==> config.mk <==
export PLATFORM = sky130hd
export DESIGN_NAME = idelay_tap_calib
export DESIGN_NICKNAME = d
export VERILOG_FILES = /design/src/rtl/tap_calib_pkg.sv /design/src/rtl/tap_err_counter.sv /design/src/rtl/idelay_tap_calib.sv
export SDC_FILE = /design/constraint.sdc
export NUM_CORES = 1
export LEC_CHECK = 0
export CORE_AREA = 5 5 99 147
export DETAILED_ROUTE_END_ITERATION = 8
export DIE_AREA = 0 0 104 152
export MAX_ROUTING_LAYER = met4
export PLACE_DENSITY = 0.52
export REMOVE_ABC_BUFFERS = 1
export SYNTH_ARGS = -nofsm -noshare
export SYNTH_HDL_FRONTEND = slang
export SYNTH_SLANG_ARGS = --single-unit
==> constraint.sdc <==
create_clock -name clk -period 4.65 [get_ports clk]
set_input_delay 0.465 -clock clk [delete_from_list [all_inputs] [get_ports clk]]
set_output_delay 0.465 -clock clk [all_outputs]
set_load 0.02 [all_outputs]
==> src/rtl/tap_calib_pkg.sv <==
// Shared definitions for the IDELAY tap calibration block: widths, tap count,
// the sweep state encoding and the helper that picks the centre of a run.
package tap_calib_pkg;

  localparam int TAP_W    = 5;
  localparam int NUM_TAPS = 32;
  localparam int ERR_W    = 16;
  localparam int RUN_W    = 6;

  typedef enum logic [3:0] {
    IDLE,
    WAIT_RDY,
    LOAD,
    SETTLE,
    MEASURE,
    EVAL,
    CENTER,
    CSETTLE,
    FINISH
  } calib_state_t;

  // Centre of a good-tap run, rounding towards the start of the run; an empty
  // run maps to tap 0 so a failed sweep parks the delay line at its minimum.
  function automatic logic [TAP_W-1:0] centerTap(input logic [TAP_W-1:0] runStart,
                                                 input logic [RUN_W-1:0] runLen);
    logic [RUN_W-1:0] half;
    half = (runLen - RUN_W'(1)) >> 1;
    if (runLen == '0) begin
      return '0;
    end
    return runStart + half[TAP_W-1:0];
  endfunction

endpackage

==> src/rtl/tap_err_counter.sv <==
// Saturating mismatch counter used to score one tap setting.
module tap_err_counter
  import tap_calib_pkg::*;
(
  input  logic             clk,
  input  logic             rst,
  input  logic             clear_i,
  input  logic             enable_i,
  input  logic             mismatch_i,
  output logic [ERR_W-1:0] count_o
);

  logic [ERR_W-1:0] count_q;

  // Count enabled mismatching cycles, sticking at all-ones instead of wrapping.
  always_ff @(posedge clk) begin
    if (rst || clear_i) begin
      count_q <= '0;
    end else if (enable_i && mismatch_i && (count_q != '1)) begin
      count_q <= count_q + ERR_W'(1);
    end
  end

  assign count_o = count_q;

endmodule

==> src/rtl/idelay_tap_calib.sv <==
// IDELAYE2 tap sweep: scores every tap against a fixed reference path, keeps
// the longest run of clean taps and loads its centre.
// Optional feature macro: TAP_CALIB_TRACK_EN (background re-measure while locked).
module idelay_tap_calib
  import tap_calib_pkg::*;
#(
  parameter int SETTLE_CYCLES = 16,
  parameter int MEAS_CYCLES   = 1024,
  parameter int ERR_THRESH    = 0
) (
  input  logic             clk,
  input  logic             rst,
  input  logic             start,
  input  logic             idelay_rdy,
  input  logic [7:0]       sample_window,
  output logic [TAP_W-1:0] tap_value,
  output logic             tap_load,
  output logic             busy,
  output logic             done,
  output logic             locked,
  output logic [TAP_W-1:0] best_tap,
  output logic [RUN_W-1:0] win_width
);

  localparam int CNT_MAX = (SETTLE_CYCLES > MEAS_CYCLES) ? SETTLE_CYCLES : MEAS_CYCLES;
  localparam int CNT_W   = $clog2(CNT_MAX + 1);
  localparam logic [CNT_W-1:0] SETTLE_LAST = CNT_W'(SETTLE_CYCLES - 1);
  localparam logic [CNT_W-1:0] MEAS_LAST   = CNT_W'(MEAS_CYCLES - 1);
  localparam logic [ERR_W-1:0] THRESH      = ERR_W'(ERR_THRESH);
  localparam logic [TAP_W-1:0] LAST_TAP    = TAP_W'(NUM_TAPS - 1);

  calib_state_t     state_q, state_d;
  logic [TAP_W-1:0] tap_q, tap_d;
  logic [CNT_W-1:0] cnt_q, cnt_d;
  logic [TAP_W-1:0] runStart_q, runStart_d;
  logic [RUN_W-1:0] runLen_q, runLen_d;
  logic [TAP_W-1:0] bestStart_q, bestStart_d;
  logic [RUN_W-1:0] bestLen_q, bestLen_d;
  logic [TAP_W-1:0] bestTap_q, bestTap_d;
  logic [RUN_W-1:0] winWidth_q, winWidth_d;
  logic             locked_q, locked_d;

  logic [ERR_W-1:0] errCnt;
  logic             mismatch;
  logic             tapGood;
  logic [TAP_W-1:0] candStart, bestStartNew;
  logic [RUN_W-1:0] candLen, bestLenNew;
  logic             trackActive, trackLast, trackFail;
  logic             cntClear, cntEnable;

  assign mismatch = (sample_window[7:4] != sample_window[3:0]);

`ifdef TAP_CALIB_TRACK_EN
  assign trackActive = (state_q == IDLE) && locked_q && !start;
`else
  assign trackActive = 1'b0;
`endif

  // The last window cycle's own sample is folded in so the tracking window is
  // exactly MEAS_CYCLES long even though the counter is cleared at its end.
  assign trackLast = trackActive && (cnt_q == MEAS_LAST);
  assign trackFail = trackLast &&
                     ((errCnt > THRESH) || (mismatch && (errCnt == THRESH)));

  assign cntEnable = (state_q == MEASURE) || trackActive;
  assign cntClear  = !((state_q == MEASURE) || (trackActive && !trackLast));

  tap_err_counter u_err_counter (
    .clk       (clk),
    .rst       (rst),
    .clear_i   (cntClear),
    .enable_i  (cntEnable),
    .mismatch_i(mismatch),
    .count_o   (errCnt)
  );

  // Extend or close the current run with this tap's score, and promote it to
  // best only when strictly longer so equal later runs never displace earlier ones.
  always_comb begin
    tapGood      = (errCnt <= THRESH);
    candStart    = runStart_q;
    candLen      = '0;
    if (tapGood) begin
      candLen   = runLen_q + RUN_W'(1);
      candStart = (runLen_q == '0) ? tap_q : runStart_q;
    end
    bestStartNew = bestStart_q;
    bestLenNew   = bestLen_q;
    if (candLen > bestLen_q) begin
      bestStartNew = candStart;
      bestLenNew   = candLen;
    end
  end

  // Sweep sequencing: next state plus every tracker and result register.
  always_comb begin
    state_d     = state_q;
    tap_d       = tap_q;
    cnt_d       = cnt_q;
    runStart_d  = runStart_q;
    runLen_d    = runLen_q;
    bestStart_d = bestStart_q;
    bestLen_d   = bestLen_q;
    bestTap_d   = bestTap_q;
    winWidth_d  = winWidth_q;
    locked_d    = locked_q;

    case (state_q)
      IDLE: begin
        if (start) begin
          state_d  = WAIT_RDY;
          locked_d = 1'b0;
          cnt_d    = '0;
        end else if (trackActive) begin
          cnt_d = trackLast ? '0 : cnt_q + CNT_W'(1);
          if (trackFail) begin
            locked_d = 1'b0;
            state_d  = WAIT_RDY;
          end
        end
      end
      WAIT_RDY: begin
        if (idelay_rdy) begin
          state_d     = LOAD;
          tap_d       = '0;
          cnt_d       = '0;
          runStart_d  = '0;
          runLen_d    = '0;
          bestStart_d = '0;
          bestLen_d   = '0;
        end
      end
      LOAD: begin
        state_d = SETTLE;
        cnt_d   = '0;
      end
      SETTLE: begin
        if (cnt_q == SETTLE_LAST) begin
          state_d = MEASURE;
          cnt_d   = '0;
        end else begin
          cnt_d = cnt_q + CNT_W'(1);
        end
      end
      MEASURE: begin
        if (cnt_q == MEAS_LAST) begin
          state_d = EVAL;
          cnt_d   = '0;
        end else begin
          cnt_d = cnt_q + CNT_W'(1);
        end
      end
      EVAL: begin
        runStart_d  = candStart;
        runLen_d    = candLen;
        bestStart_d = bestStartNew;
        bestLen_d   = bestLenNew;
        if (tap_q != LAST_TAP) begin
          state_d = LOAD;
          tap_d   = tap_q + TAP_W'(1);
        end else begin
          state_d    = CENTER;
          tap_d      = centerTap(bestStartNew, bestLenNew);
          bestTap_d  = centerTap(bestStartNew, bestLenNew);
          winWidth_d = bestLenNew;
        end
      end
      CENTER: begin
        state_d = CSETTLE;
        cnt_d   = '0;
      end
      CSETTLE: begin
        if (cnt_q == SETTLE_LAST) begin
          state_d = FINISH;
          cnt_d   = '0;
        end else begin
          cnt_d = cnt_q + CNT_W'(1);
        end
      end
      FINISH: begin
        state_d  = IDLE;
        cnt_d    = '0;
        locked_d = (winWidth_q != '0);
      end
      default: begin
        state_d = IDLE;
      end
    endcase

    if ((state_q inside {LOAD, SETTLE, MEASURE, EVAL, CENTER, CSETTLE}) && !idelay_rdy) begin
      state_d = WAIT_RDY;
      cnt_d   = '0;
    end
  end

  // State and tracker registers with synchronous reset to the idle, unlocked state.
  always_ff @(posedge clk) begin
    if (rst) begin
      state_q     <= IDLE;
      tap_q       <= '0;
      cnt_q       <= '0;
      runStart_q  <= '0;
      runLen_q    <= '0;
      bestStart_q <= '0;
      bestLen_q   <= '0;
      bestTap_q   <= '0;
      winWidth_q  <= '0;
      locked_q    <= 1'b0;
    end else begin
      state_q     <= state_d;
      tap_q       <= tap_d;
      cnt_q       <= cnt_d;
      runStart_q  <= runStart_d;
      runLen_q    <= runLen_d;
      bestStart_q <= bestStart_d;
      bestLen_q   <= bestLen_d;
      bestTap_q   <= bestTap_d;
      winWidth_q  <= winWidth_d;
      locked_q    <= locked_d;
    end
  end

  assign tap_value = tap_q;
  assign tap_load  = (state_q == LOAD) || (state_q == CENTER);
  assign busy      = (state_q != IDLE);
  assign done      = (state_q == FINISH);
  assign locked    = locked_q;
  assign best_tap  = bestTap_q;
  assign win_width = winWidth_q;

endmodule

==> flow_metrics.tcl <==
set metrics [dict create \
    antenna_found_initial 0 \
    power_mw 1.51 \
    path_max_fanout 4 \
    ys_ff_latch 70 \
    clkTransAtPathRegs_ns 0.06 \
    yosysSeqAreaShare 0.366 \
    track_usage 0.128 \
    synthFlopType "dfxtp_1" \
    drive_gt1_frac 0.155 \
    status "complete, no violations" \
    p_int_mw 1.12 \
    grt_overflow 0 \
    fillCellCount 1320 \
    worst_path_dominant_cell_family "compound AO/OA/AOI/OAI gates" \
    cpPeakStageDelay_ns 0.33 \
    hold_viol 0 \
    cpMaxStageDelayCell "dfxtp_2" \
    viasPerCell 5.00 \
    cellLeakagePower_nw 1.91 \
    fmax_mhz 228 \
    worst_slew_pin_slew_ns 0.781 \
    post-route-drc-count 0 \
    crit_arrival_ns 4.65 \
    p_per_area_nw_per_um2 300 \
    maxSlewHeadroom 0.479 \
    drtPass1Iterations 4 \
    power_frac_clock 0.453 \
    clock-root-buffer "clkbuf_16" \
    worstHoldStart "best_tap[2]" \
    die_w_um 104 \
    post-route-min-period_ns 4.39 \
    final_cells 697 \
    ff_latch_area_um2 1400 \
    drt_iter0_drc 185 \
    insertion_delay_ns 0.34 \
    setup_violations 0 \
    placed_cells 670 \
    port_buffers 31 \
    synthesis.area_um2 3830 \
    critPathBufInv 4 \
    yosysWarnings 0 \
    cp-startpoint "u_err_counter.count_o[0]" \
    dp_hpwl_um 7100 \
    worstPathCellList "inv_2 -> ha_1 -> nor4b_4 -> nand4_1 -> buf_6 -> a21oi_4 -> ha_4 -> and4_4 -> and3_4 -> a31oi_4 -> buf_12 -> mux2i_4 -> buf_6 -> nand3_1 -> xor2_1 -> ha_1 -> a21o_1 -> a21oi_2 -> xnor2_1 -> xnor2_1 -> mux2_4 -> a211oi_2" \
    crit_path_end_kind "register" \
    cap_violations 0 \
    multiInputGateArea_um2 2420 \
    fin_worst_skew_ns 0.00857 \
    switching_share 0.259 \
    ir_drop_v 0.000150 \
    htree_levels 3 \
    avgRoutedWirePerCell_um 14.1 \
    grt_max_degree 42 \
    rr_startpoint "u_err_counter.count_o[0]" \
    ys_top_cells_by_area "dfxtp_1, nor2_1, ha_1" \
    grt_pass1_vias 3397 \
    seqPwrFrac 0.420 \
    fp.dieH_um 152 \
    synth_most_common_cell "nor2_1" \
    hold_buffers 0 \
    p_sw_mw 0.390 \
    cts_made_buffers 9 \
    wirelength_um 9860 \
    diodes 0 \
    drv_slew 0 \
    crit_required_ns 4.91 \
    num_rows 52 \
    clockBufferDepth 2 \
    fin_crit_sh 0.944 \
    min_path_type "reg -> reg" \
    critPathLaunchType "register" \
    vias 3483 \
    design.core.area_um2 13300 \
    combPwrFrac 0.126 \
    worst_slack_ns 0.259 \
    fin_nets 563 \
    synth_top_area_share 0.366 \
    synth_edf_count 0 \
    worstSetupPathType "reg -> reg" \
    dieArea_um2 15800 \
    cts_tree "built" \
    gp_congestion 0.823 \
    cts.sinks 70 \
    synth_cells 473 \
    pin_count 32 \
    area_growth_pct 31.2 \
    grt_first_pass_wirelength_um 16400 \
    ys_types 53 \
    start_util 0.289 \
    netlist_top_cells_count "nor2_1, dfxtp_1, a21oi_1, nand2_1" \
    avgSynthCellArea_um2 8.11 \
    place_ws_ns -0.115 \
    synth_area_leader_cell "dfxtp_1" \
    detail-route-antenna-nets 0 \
    asyncSetResetFlopFracSynth 0 \
]
==> cell type report <==
type,instances,share of cell area
multi-input combinational,361,0.480
sequential,70,0.279
timing repair buffer,72,0.130
clock buffer,11,0.0483
tap,162,0.0403
inverter,17,0.0127
clock inverter,4,0.00945
==> repair_timing <==
item | CTS | global route
endpoints found under the setup margin | 2 | 2
resized for setup | 11 | 27
pin swaps | 1 | 9
endpoints found under the hold margin | 0 | 0
buffers inserted | 3 | 9
==> sequential cells by signal, indices dropped and copies added (netlist names) <==
name,count
best_tap,5
cnt_q,11
bestStart_q,5
state_q,4
runStart_q,5
bestLen_q,6
u_err_counter.count_o,16
tap_value,5
locked,1
runLen_q,6
win_width,6
==> worst register-to-register path: stages, from the launching register on <==
cell	delay [ns]
dfxtp_2	0.33
inv_2	0.06
ha_1	0.15
nor4b_4	0.18
nand4_1	0.19
buf_6	0.20
a21oi_4	0.15
ha_4	0.23
and4_4	0.15
and3_4	0.18
a31oi_4	0.16
buf_12	0.15
mux2i_4	0.27
buf_6	0.14
nand3_1	0.08
xor2_1	0.23
ha_1	0.30
a21o_1	0.18
a21oi_2	0.13
xnor2_1	0.09
xnor2_1	0.23
mux2_4	0.33
a211oi_2	0.21
==> cells in the final DEF (no fill, tap or decap), types with 4 or more instances in the layout <==
cell             instances
clkdlybuf4s50_1         31
xnor2_1                 17
nor3_1                  17
nand2_1                 26
a21oi_1                 33
ha_1                    14
dfxtp_1                 69
a22oi_1                 16
nor2_1                  87
or3_1                    6
and3_1                   4
nand3_1                 14
xor2_1                  19
mux2i_1                 11
nand4_1                 10
a311oi_1                 4
buf_4                   36
nor2b_1                  4
nor4_1                   5
o21ai_0                 13
clkbuf_16                9
nor2_4                   5
a211oi_1                 6
inv_1                   16
==> power groups by stage <==
stage / Clock [mW] / Combinational [mW] / Sequential (mW)
after global routing: 0.726 / 0.212 / 0.637
after floorplan: 0 / 0.108 / 0.644
after CTS: 0.697 / 0.183 / 0.634
after global placement: 0 / 0.177 / 0.646
after detailed placement: 0 / 0.179 / 0.647
final: 0.684 / 0.190 / 0.634
==> routing by layer <==
metal	part of all wire	track usage
met1	0.41	0.135
met2	0.55	0.231
met3	0.026	0.0255
met4	0.022	0.0506
met5	0	-
==> final timing paths <==
| kind | slack (ns) | end | cells past startpoint |
|---|---|---|---|
| min reg2reg | 0.46 | best_tap[2] | 2 |
| min | 0.46 | best_tap[2] | 2 |
| max | 0.26 | tap_value[4] | 22 |
| max reg2reg | 0.26 | tap_value[4] | 22 |
==> kinds of logic (layout without fill, tap and decap cells) <==
kind of cell	count (synthesis)	in the layout	synth area share
AOI/OAI and AO/OA	97	97	0.165
xor gates and xnor gates	36	36	0.0822
adders and majority gates	20	20	0.0672
buffers and inverters	42	104	0.0467
DFF	70	70	0.366
muxes	14	14	0.0369
and+or+nand+nor	194	194	0.237
==> per-stage QoR <==
| step | hold WS [ns] | TNS (ns) | utilization | instance area (µm²) |
|---|---|---|---|---|
| after global placement | 0.447 | 0 | 0.336 | 4460 |
| after CTS | 0.461 | 0 | 0.363 | 4820 |
| after detailed placement | 0.453 | -0.167 | 0.336 | 4460 |
| after global routing | 0.476 | -0.0212 | 0.379 | 5030 |
| after floorplan | 0.454 | -2.66 | - | 3720 |
| final | 0.457 | 0 | 0.379 | 5030 |
Note: power is estimated with default switching activity, not from simulation.
